File: src/rtl/mul_unit_pipe.sv
// -----------------------------------------------------------------------------
// mul_unit_pipe
// Pipelined RV32M multiply unit (MUL/MULH/MULHSU/MULHU) sitting between the
// multiply reservation station and the CDB.
//
// Structure: S0 holds the issued operands, the product is formed from S0,
// optional middle stages carry the selected XLEN result, and a small result
// FIFO buffers completed entries until the CDB grants them. Every stage and
// FIFO slot carries its branch mask and is killed/cleared on branch resolve.
//
// Ports
//   clk, rst          clock, asynchronous active-high reset
//   flush             synchronous kill of everything in flight and buffered
//   iss_*             issue handshake (valid/ready), opcode, operands, tags,
//                     branch dependency mask
//   br_valid/mispred/idx  branch resolution broadcast
//   cdb_valid/grant   result handshake towards the CDB
//   cdb_data, cdb_rob_idx, cdb_rd, cdb_pd  result and its tags
// -----------------------------------------------------------------------------
module mul_unit_pipe #(
    parameter int XLEN      = 32,
    parameter int STAGES    = 2,
    parameter int OUT_DEPTH = 2,
    parameter int ROB_BITS  = 5,
    parameter int PREG_BITS = 6,
    parameter int BRU_N     = 4,
    parameter int BRU_BITS  = $clog2(BRU_N)
) (
    input  logic                 clk,
    input  logic                 rst,
    input  logic                 flush,
    input  logic                 iss_valid,
    output logic                 iss_ready,
    input  logic [1:0]           iss_op,
    input  logic [XLEN-1:0]      iss_a,
    input  logic [XLEN-1:0]      iss_b,
    input  logic [ROB_BITS-1:0]  iss_rob_idx,
    input  logic [4:0]           iss_rd,
    input  logic [PREG_BITS-1:0] iss_pd,
    input  logic [BRU_N-1:0]     iss_br_mask,
    input  logic                 br_valid,
    input  logic                 br_mispred,
    input  logic [BRU_BITS-1:0]  br_idx,
    output logic                 cdb_valid,
    input  logic                 cdb_grant,
    output logic [XLEN-1:0]      cdb_data,
    output logic [ROB_BITS-1:0]  cdb_rob_idx,
    output logic [4:0]           cdb_rd,
    output logic [PREG_BITS-1:0] cdb_pd
);

    localparam int PTR_W = (OUT_DEPTH > 1) ? $clog2(OUT_DEPTH) : 1;
    localparam int CNT_W = $clog2(OUT_DEPTH + 1);

    localparam logic [1:0] OP_MUL    = 2'b00;
    localparam logic [1:0] OP_MULH   = 2'b01;
    localparam logic [1:0] OP_MULHSU = 2'b10;
    localparam logic [1:0] OP_MULHU  = 2'b11;

    // 'live' is the stage valid in the pipeline; in the FIFO a slot that is
    // counted but not live is a dead entry waiting to be popped.
    typedef struct packed {
        logic                 live;
        logic [BRU_N-1:0]     mask;
        logic [ROB_BITS-1:0]  rob_idx;
        logic [4:0]           rd;
        logic [PREG_BITS-1:0] pd;
    } tag_t;

    typedef struct packed {
        tag_t            tag;
        logic [XLEN-1:0] data;
    } res_t;

    // Branch resolve: a mispredict kills dependents, a correct prediction
    // just drops the dependency bit.
    function automatic tag_t br_update(input tag_t t, input logic bv, input logic bm,
                                       input logic [BRU_BITS-1:0] bi);
        tag_t r;
        r = t;
        if (bv && t.mask[bi]) begin
            if (bm) r.live = 1'b0;
            else    r.mask[bi] = 1'b0;
        end
        return r;
    endfunction

    function automatic logic [PTR_W-1:0] ptr_inc(input logic [PTR_W-1:0] p);
        return (p == PTR_W'(OUT_DEPTH - 1)) ? '0 : p + 1'b1;
    endfunction

    // ---------------------------------------------------------------- control
    tag_t             iss_tag;
    tag_t             s0_tag;
    logic [XLEN-1:0]  s0_a;
    logic [XLEN-1:0]  s0_b;
    logic [1:0]       s0_op;
    res_t             s0_res;
    res_t             last_res;
    tag_t             last_tag_upd;

    res_t             fifo_mem [OUT_DEPTH];
    logic [PTR_W-1:0] rd_ptr;
    logic [PTR_W-1:0] wr_ptr;
    logic [CNT_W-1:0] fifo_cnt;
    res_t             head;

    logic head_present, head_kill, fifo_full, pop, push, adv, accept;

    assign head         = fifo_mem[rd_ptr];
    assign head_present = (fifo_cnt != '0);
    assign head_kill    = br_valid & br_mispred & head.tag.mask[br_idx];
    assign cdb_valid    = head_present & head.tag.live & !head_kill & !flush;
    assign pop          = head_present & (!head.tag.live | (cdb_valid & cdb_grant));
    assign fifo_full    = (fifo_cnt == CNT_W'(OUT_DEPTH));
    assign adv          = !fifo_full | pop;
    assign iss_ready    = adv & !rst;
    assign accept       = iss_valid & iss_ready;

    assign cdb_data     = head.data;
    assign cdb_rob_idx  = head.tag.rob_idx;
    assign cdb_rd       = head.tag.rd;
    assign cdb_pd       = head.tag.pd;

    assign iss_tag = '{live: accept, mask: iss_br_mask, rob_idx: iss_rob_idx,
                       rd: iss_rd, pd: iss_pd};

    // -------------------------------------------------------------- multiply
    // A single (XLEN+1)-bit signed multiply covers all four flavours; the
    // extra bit is the sign or zero extension chosen by the opcode.
    logic                   a_signed, b_signed;
    logic signed [XLEN:0]   a_ext, b_ext;
    logic signed [2*XLEN-1:0] prod;
    logic [XLEN-1:0]        s0_result;

    always_comb begin
        // NOTE: every combinational output gets a default first, so no path
        // through the case leaves it unassigned and a latch is inferred.
        a_signed = 1'b0;
        b_signed = 1'b0;
        case (s0_op)
            OP_MUL:    begin a_signed = 1'b0; b_signed = 1'b0; end
            OP_MULH:   begin a_signed = 1'b1; b_signed = 1'b1; end
            OP_MULHSU: begin a_signed = 1'b1; b_signed = 1'b0; end
            OP_MULHU:  begin a_signed = 1'b0; b_signed = 1'b0; end
        endcase
        a_ext     = {a_signed & s0_a[XLEN-1], s0_a};
        b_ext     = {b_signed & s0_b[XLEN-1], s0_b};
        // Low 2*XLEN bits of the product are exact; the top bits are not needed.
        prod      = (2*XLEN)'(a_ext) * (2*XLEN)'(b_ext);
        s0_result = (s0_op == OP_MUL) ? prod[XLEN-1:0] : prod[2*XLEN-1:XLEN];
    end

    assign s0_res = '{tag: s0_tag, data: s0_result};

    // -------------------------------------------------------------------- S0
    always_ff @(posedge clk or posedge rst) begin
        // NOTE: state uses non-blocking assignments so every register samples
        // the pre-edge values regardless of statement order.
        if (rst) begin
            s0_tag <= '0;
            s0_a   <= '0;
            s0_b   <= '0;
            s0_op  <= '0;
        end else if (flush) begin
            s0_tag.live <= 1'b0;
        end else if (adv) begin
            // A killed issue still occupies S0, just as a bubble.
            s0_tag <= br_update(iss_tag, br_valid, br_mispred, br_idx);
            s0_a   <= iss_a;
            s0_b   <= iss_b;
            s0_op  <= iss_op;
        end else begin
            s0_tag <= br_update(s0_tag, br_valid, br_mispred, br_idx);
        end
    end

    // ---------------------------------------------------------- middle stages
    generate
        if (STAGES == 2) begin : g_direct
            assign last_res = s0_res;
        end else begin : g_mid
            res_t mid [STAGES-2];

            always_ff @(posedge clk or posedge rst) begin
                if (rst) begin
                    for (int i = 0; i < STAGES - 2; i++) mid[i] <= '0;
                end else if (flush) begin
                    for (int i = 0; i < STAGES - 2; i++) mid[i].tag.live <= 1'b0;
                end else if (adv) begin
                    mid[0].tag  <= br_update(s0_res.tag, br_valid, br_mispred, br_idx);
                    mid[0].data <= s0_res.data;
                    for (int i = 1; i < STAGES - 2; i++) begin
                        mid[i].tag  <= br_update(mid[i-1].tag, br_valid, br_mispred, br_idx);
                        mid[i].data <= mid[i-1].data;
                    end
                end else begin
                    for (int i = 0; i < STAGES - 2; i++)
                        mid[i].tag <= br_update(mid[i].tag, br_valid, br_mispred, br_idx);
                end
            end

            assign last_res = mid[STAGES-3];
        end
    endgenerate

    // ------------------------------------------------------------ result FIFO
    // Dead entries leaving the last stage are simply dropped, not pushed.
    assign last_tag_upd = br_update(last_res.tag, br_valid, br_mispred, br_idx);
    assign push         = adv & last_tag_upd.live & !flush;

    always_ff @(posedge clk or posedge rst) begin
        if (rst) begin
            // NOTE: the FIFO storage is reset too: it is only a few flops and
            // it keeps the cdb_* outputs at zero coming out of reset.
            for (int i = 0; i < OUT_DEPTH; i++) fifo_mem[i] <= '0;
            rd_ptr   <= '0;
            wr_ptr   <= '0;
            fifo_cnt <= '0;
        end else if (flush) begin
            rd_ptr   <= '0;
            wr_ptr   <= '0;
            fifo_cnt <= '0;
        end else begin
            for (int i = 0; i < OUT_DEPTH; i++)
                fifo_mem[i].tag <= br_update(fifo_mem[i].tag, br_valid, br_mispred, br_idx);
            if (push) begin
                fifo_mem[wr_ptr].tag  <= last_tag_upd;
                fifo_mem[wr_ptr].data <= last_res.data;
                wr_ptr                <= ptr_inc(wr_ptr);
            end
            if (pop) rd_ptr <= ptr_inc(rd_ptr);
            case ({push, pop})
                2'b10:   fifo_cnt <= fifo_cnt + 1'b1;
                2'b01:   fifo_cnt <= fifo_cnt - 1'b1;
                default: fifo_cnt <= fifo_cnt;
            endcase
        end
    end

endmodule

File: config.mk
export PLATFORM = sky130hd
export DESIGN_NAME = mul_unit_pipe
export DESIGN_NICKNAME = d
export VERILOG_FILES = /design/src/rtl/mul_unit_pipe.sv
export SDC_FILE = /design/constraint.sdc
export NUM_CORES = 2
export LEC_CHECK = 0
export CAP_MARGIN = 20
export CORE_UTILIZATION = 62
export CTS_CLUSTER_SIZE = 24
export DETAILED_ROUTE_END_ITERATION = 16
export PLACE_DENSITY = 0.78
export SLEW_MARGIN = 30
export SYNTH_ARGS = -nofsm -noshare
export SYNTH_HDL_FRONTEND = slang
export SYNTH_SLANG_ARGS = --single-unit
File: constraint.sdc
create_clock -name clk -period 10.1 [get_ports clk]
set_input_delay 1.515 -clock clk [delete_from_list [all_inputs] [get_ports clk]]
set_output_delay 1.515 -clock clk [all_outputs]
set_load 0.01 [all_outputs]
# After elaboration in Yosys (flattened, before gate mapping)
# Index checks and enable logic that the tools add are counted.
totals:
  register_bits: 197
  in_bits: 95
  wordCells: 132
op_classes:
  addsub: 4
  n_mul: 1
  magnitude_cmp: 5
  n_eq_ne: 6
  muxes: 49
  n_bitwise: 23
  n_reduce_logical: 21
op_table:
  columns: ["op", "count"]
  rows:
  - ["bitwise mux 106 bit", 2]
  - ["2-to-1 mux 53 bit", 4]
  - ["demux 53 bit (select 1 bit)", 2]
  - ["2-to-1 mux 106 bit", 1]
  - ["multiplier 33 x 33 -> 64 bit", 1]
  - ["2-to-1 mux 32 bit", 2]
  - ["2-to-1 mux 5 bit", 6]
  - ["2-to-1 mux 21 bit", 1]
  - ["2-to-1 mux 1 bit", 17]
  - ["bitwise AND 4 bit", 4]
  - ["2-to-1 mux 4 bit", 4]
  - ["bitwise AND 1 bit", 13]
  - ["binary-select mux 1 bit (select 2 bit)", 5]
  - ["== test 2 bit, second input constant", 4]
  - ["logical AND 1 bit", 6]
  - ["nonzero test 2 bit", 3]
  - ["zero test 1 bit", 5]
  - ["== test 2 x 1 -> 1 bit, second input constant", 2]
  - ["greater-or-equal comparator 2 bit, second input constant", 2]
  - ["inverter 1 -> 2 bit", 2]
  - ["inverter 4 bit", 1]
  - ["one-hot mux 1 bit (2 select lines)", 2]
  - ["one-hot mux 2 bit (2 select lines)", 1]
  - ["AND reduction 2 bit", 2]
  - ["other kinds (14)", 17]

# Longest topological paths before layout
logic_depth:
  depth_word: 20
  depth_mapped: 31
  depth_no_buf: 29

# Worst setup path before layout
# OpenSTA, ideal clock, no wires.
synth_timing:
  kind: "register to register"
  start: "reg s0_op[0]"
  end: "reg (tool-made name)"
  setup_time_ns: 0.125
  t_arrival_ns: 8.630
  required_ns: 9.975
  slack_ns: 1.345
  path_stages_with_launch: 31
  path_buffers: 2
  synth_period_minus_slack_ns: 8.755
  cell_sequence: "dfrtp_1 inv_1 ha_1 and2_0 clkbuf_1 nand2_1 inv_1 fa_1 inv_1 fa_1 inv_1 fa_1 fa_1 inv_1 fa_1 inv_1 fa_1 inv_1 fa_1 fa_1 inv_1 ha_1 clkbuf_1 nand3_1 or3_1 nor4_2 a221oi_2 a2111oi_2 nand3_1 a32o_1 mux2_2"
synth_rtl:
  columns: ["item", "line_no", "rtl"]
  rows:
  - ["start, declared", "97", "logic [1:0] s0_op;"]
  - ["start signal, assigned", "172", "s0_op <= iss_op;"]

==> reports/qor.txt <==
RUN STATUS
------------------------------------------------------------------------------------------------------
Outcome                                                                                   finished, final reports clean

TIMING
------------------------------------------------------------------------------------------------------
Clock skew after layout                                                                      0.0249 ns
Maximum frequency from static timing analysis                                                0.104 GHz
Hold violation count in the final report                                                             0
Worst rel slew slack                                                                             31.0%
Max-slew violation count                                                                             0
Transition time at the pin with the least slew margin                                          1.03 ns
Period minus WS final                                                                          9.62 ns
Endpoints failing setup                                                                              0
Share of the cycle needed by the critical path after routing                                     95.3%
Setup repair after global routing missed its margin                                              false
Fin Setup TNS                                                                                     0 ns

DRT
------------------------------------------------------------------------------------------------------
Total Routed Length                                                                          121000 um
Drt via density                                                                                   5.72
1st-iter DRT viols                                                                                2582
Routed length per instance                                                                     20.1 um
Number of iterations in the first detailed-routing pass                                              6
DRC violation count after routing                                                                    0
Total via count in the routed design                                                             34400
Final antenna-violating net count                                                                    0

CLOCK NETWORK
------------------------------------------------------------------------------------------------------
Buffers inserted by post-CTS timing repair                                                           0
Root Buffer Master                                                                           clkbuf_16
Clk Latency, worst-skew pair                                                                   0.51 ns
Cts-stage hold buffer count                                                                          0
Number of levels in the clock H-tree                                                                 4
Clock transition at the register clock pins on the worst setup and hold paths after CTS        0.10 ns
Post-CTS Resized                                                                                     0
Clock tree sinks                                                                                   197
TritonCTS clock tree                                                                              done
Clock buffer depth                                                                                   2
Number of buffers created by CTS                                                                    17

FLOW RUN
------------------------------------------------------------------------------------------------------
Total of max-cap violations                                                                          0

CRITICAL PATH
------------------------------------------------------------------------------------------------------
Slowest stage cell, crit path                                                                  o41ai_1
Crit path DAT                                                                                 10.02 ns
Category of the critical setup timing path                                                flop to flop
Worst-path fanout max                                                                               19
Required arrival time at the worst endpoint                                                   10.50 ns
Number of cells on the worst reg-to-reg path                                                        28
Start point of the critical path                                                          s0_op[1]$_DFFE_PP0P_
Source of the worst register-to-register timing path                                      s0_op[1]$_DFFE_PP0P_
Critical Path Max Stage Delay                                                                  0.73 ns
R2R Setup Slk                                                                                  0.48 ns
Critical path capture point type                                                                  flop
Critical path startpoint category                                                                 flop

LAYOUT
------------------------------------------------------------------------------------------------------
Area taken by multi-input logic gates                                                       36400 um^2
Seq. cell area                                                                               4940 um^2
Area growth from synthesis to final layout                                                       6.07%
Fraction of final layout cells sized beyond drive strength 1                                     6.30%
Final nets                                                                                        6469
Number of filler instances in the final layout                                                    5779

SYNTHESIS
------------------------------------------------------------------------------------------------------
Sequential area share after synthesis                                                            10.5%
Cell taking the most area after synthesis                                                         fa_1
Yosys warning count                                                                                  0
Syn_area_per_cell                                                                            9.23 um^2
Share of async-settable or async-resettable flops after synthesis                                 100%
Dominant synthesized flop cell                                                                 dfrtp_1
Mapped cell area                                                                            47000 um^2
Fraction of synthesized cell area taken by the top area cell type                                47.9%
Most frequent cells after synthesis                                                       1199 x inv_1, 1125 x fa_1, 985 x nand2_1, 279 x and2_1, 273 x clkbuf_1
Syn Nets                                                                                          6521
Biggest area contributors in the synthesized netlist                                      fa_1 48%, dfrtp_1 10%, inv_1 9.6%
Count of cell types in the netlist                                                                  67
Mapped Cells                                                                                      5087
Number of enable flip-flop cells after synthesis                                                     0
Most frequent cell after synthesis                                                               inv_1
#FFs+latches synth                                                                                 197

DIE
------------------------------------------------------------------------------------------------------
Number of top-level design ports                                                                   145
Overall die height                                                                              277 um
Total number of placement rows                                                                     100
Die boundary width                                                                              277 um
Core Area                                                                                   74700 um^2
Effective utilization at floorplan                                                               62.9%
Total Die Area                                                                              76900 um^2

WORST HOLD PATH
------------------------------------------------------------------------------------------------------
Type of the worst min-delay path                                                          flop to flop
Count of cells along the worst hold path                                                             2

PLACE
------------------------------------------------------------------------------------------------------
Final Wtd Congestion                                                                             0.975
Number of port buffers                                                                             144
Total half-perimeter wirelength after legalization and detailed placement                     98600 um

GLOBAL ROUTING
------------------------------------------------------------------------------------------------------
Maximum number of pins on one net before global-route repair                                       105
Vias in the first global route                                                                   37900
Total grt overflow                                                                                   0
Wire length of the first global-routing pass                                                 200000 um
Number of antenna violations at the first check in global routing                                    1
All-Layer GR Usage                                                                               33.8%

cell type report:
class | instances | share of cell area [%]
antenna | 1 | 0.00502
clock buffer | 17 | 0.854
clock inverter | 15 | 0.487
inverter | 1199 | 9.05
multi-input combinational | 3388 | 73.0
sequential | 197 | 9.91
tap | 969 | 2.43
timing repair buffer | 232 | 4.22
through the flow:
stage | hold slack [ns] | setup WS (ns) | cell area [um^2] | cells | util (%)
floorplan | 0.440 | 1.35 | 47000 | 5087 | -
global placement | 0.453 | 0.795 | 49100 | 5985 | 65.8
global route | 0.504 | 0.00701 | 49800 | 6017 | 66.7
CTS | 0.480 | 0.518 | 49800 | 6017 | 66.7
finish | 0.474 | 0.480 | 49800 | 6018 | 66.7
detailed placement | 0.457 | 0.550 | 49200 | 5985 | 65.8
how the worst min path moves through the flow:
stage | to | slack [ns]
3_3_place_gp | flop | 0.45
5_1_grt | flop | 0.50
3_5_place_dp | flop | 0.46
4_1_cts | flop | 0.48
6_report | flop | 0.47
2_1_floorplan | flop | 0.44
metal layers:
layer  vias to the layer above  wire length (um)  GRT usage (%)
met2                      1442             61200           58.0
met1                     17900             44500           41.9
met4                         0              6930           17.8
li1                      14700                 -              -
met3                       359              8170           4.36
met5                         -                 0              0
layout by cell type (no fill, tap or decap), types with 5 or more instances in the layout:
master           Yosys  final
inv_1             1199   1198
fa_1              1125   1125
nand2_1            985    985
and2_1             279    279
ha_1               214    213
dfrtp_1            197    190
mux2_2             158    158
clkdlybuf4s50_1      0    144
o21ai_0            103    103
nor2_1              98     97
buf_4                0     88
a21oi_1             80     80
xnor2_1             47     47
and3_1              35     34
nand3_1             27     26
a31oi_1             22     22
xor2_1              22     22
clkbuf_16            0     17
nor3_1              15     15
a21o_1              14     14
o211ai_1            13     13
mux2i_1             11     11
nand4_1             11     11
or2_2               10     11
a211oi_1            10     10
o21bai_1            10     10
nand2b_1             8      8
nor3b_1              7      7
clkinv_8             0      7
dfrtp_2              0      7
or3_1                6      6
o41ai_1              5      5
o21a_1               5      5
nor2b_1              5      5
logic make-up after synthesis:
kind of cell	synth area share [%]
fa+ha+maj	53.6
buf+inv	12.1
simple gates	14.1
compound gates	4.15
flops	10.5
xor+xnor	1.29
mux	4.21
critical path, delay by kind of cell, from the launching register on:
family          cells  cell delay, ns
fa+ha+maj          10            5.27
compound gates      3            1.57
buf+inv             9            1.18
mux                 1            0.26
simple gates        5            0.85
flops               1            0.37
Power is left out: the tool's default activity adds up to more than one toggle a clock period on the data nets, which glitch-free logic cannot reach.
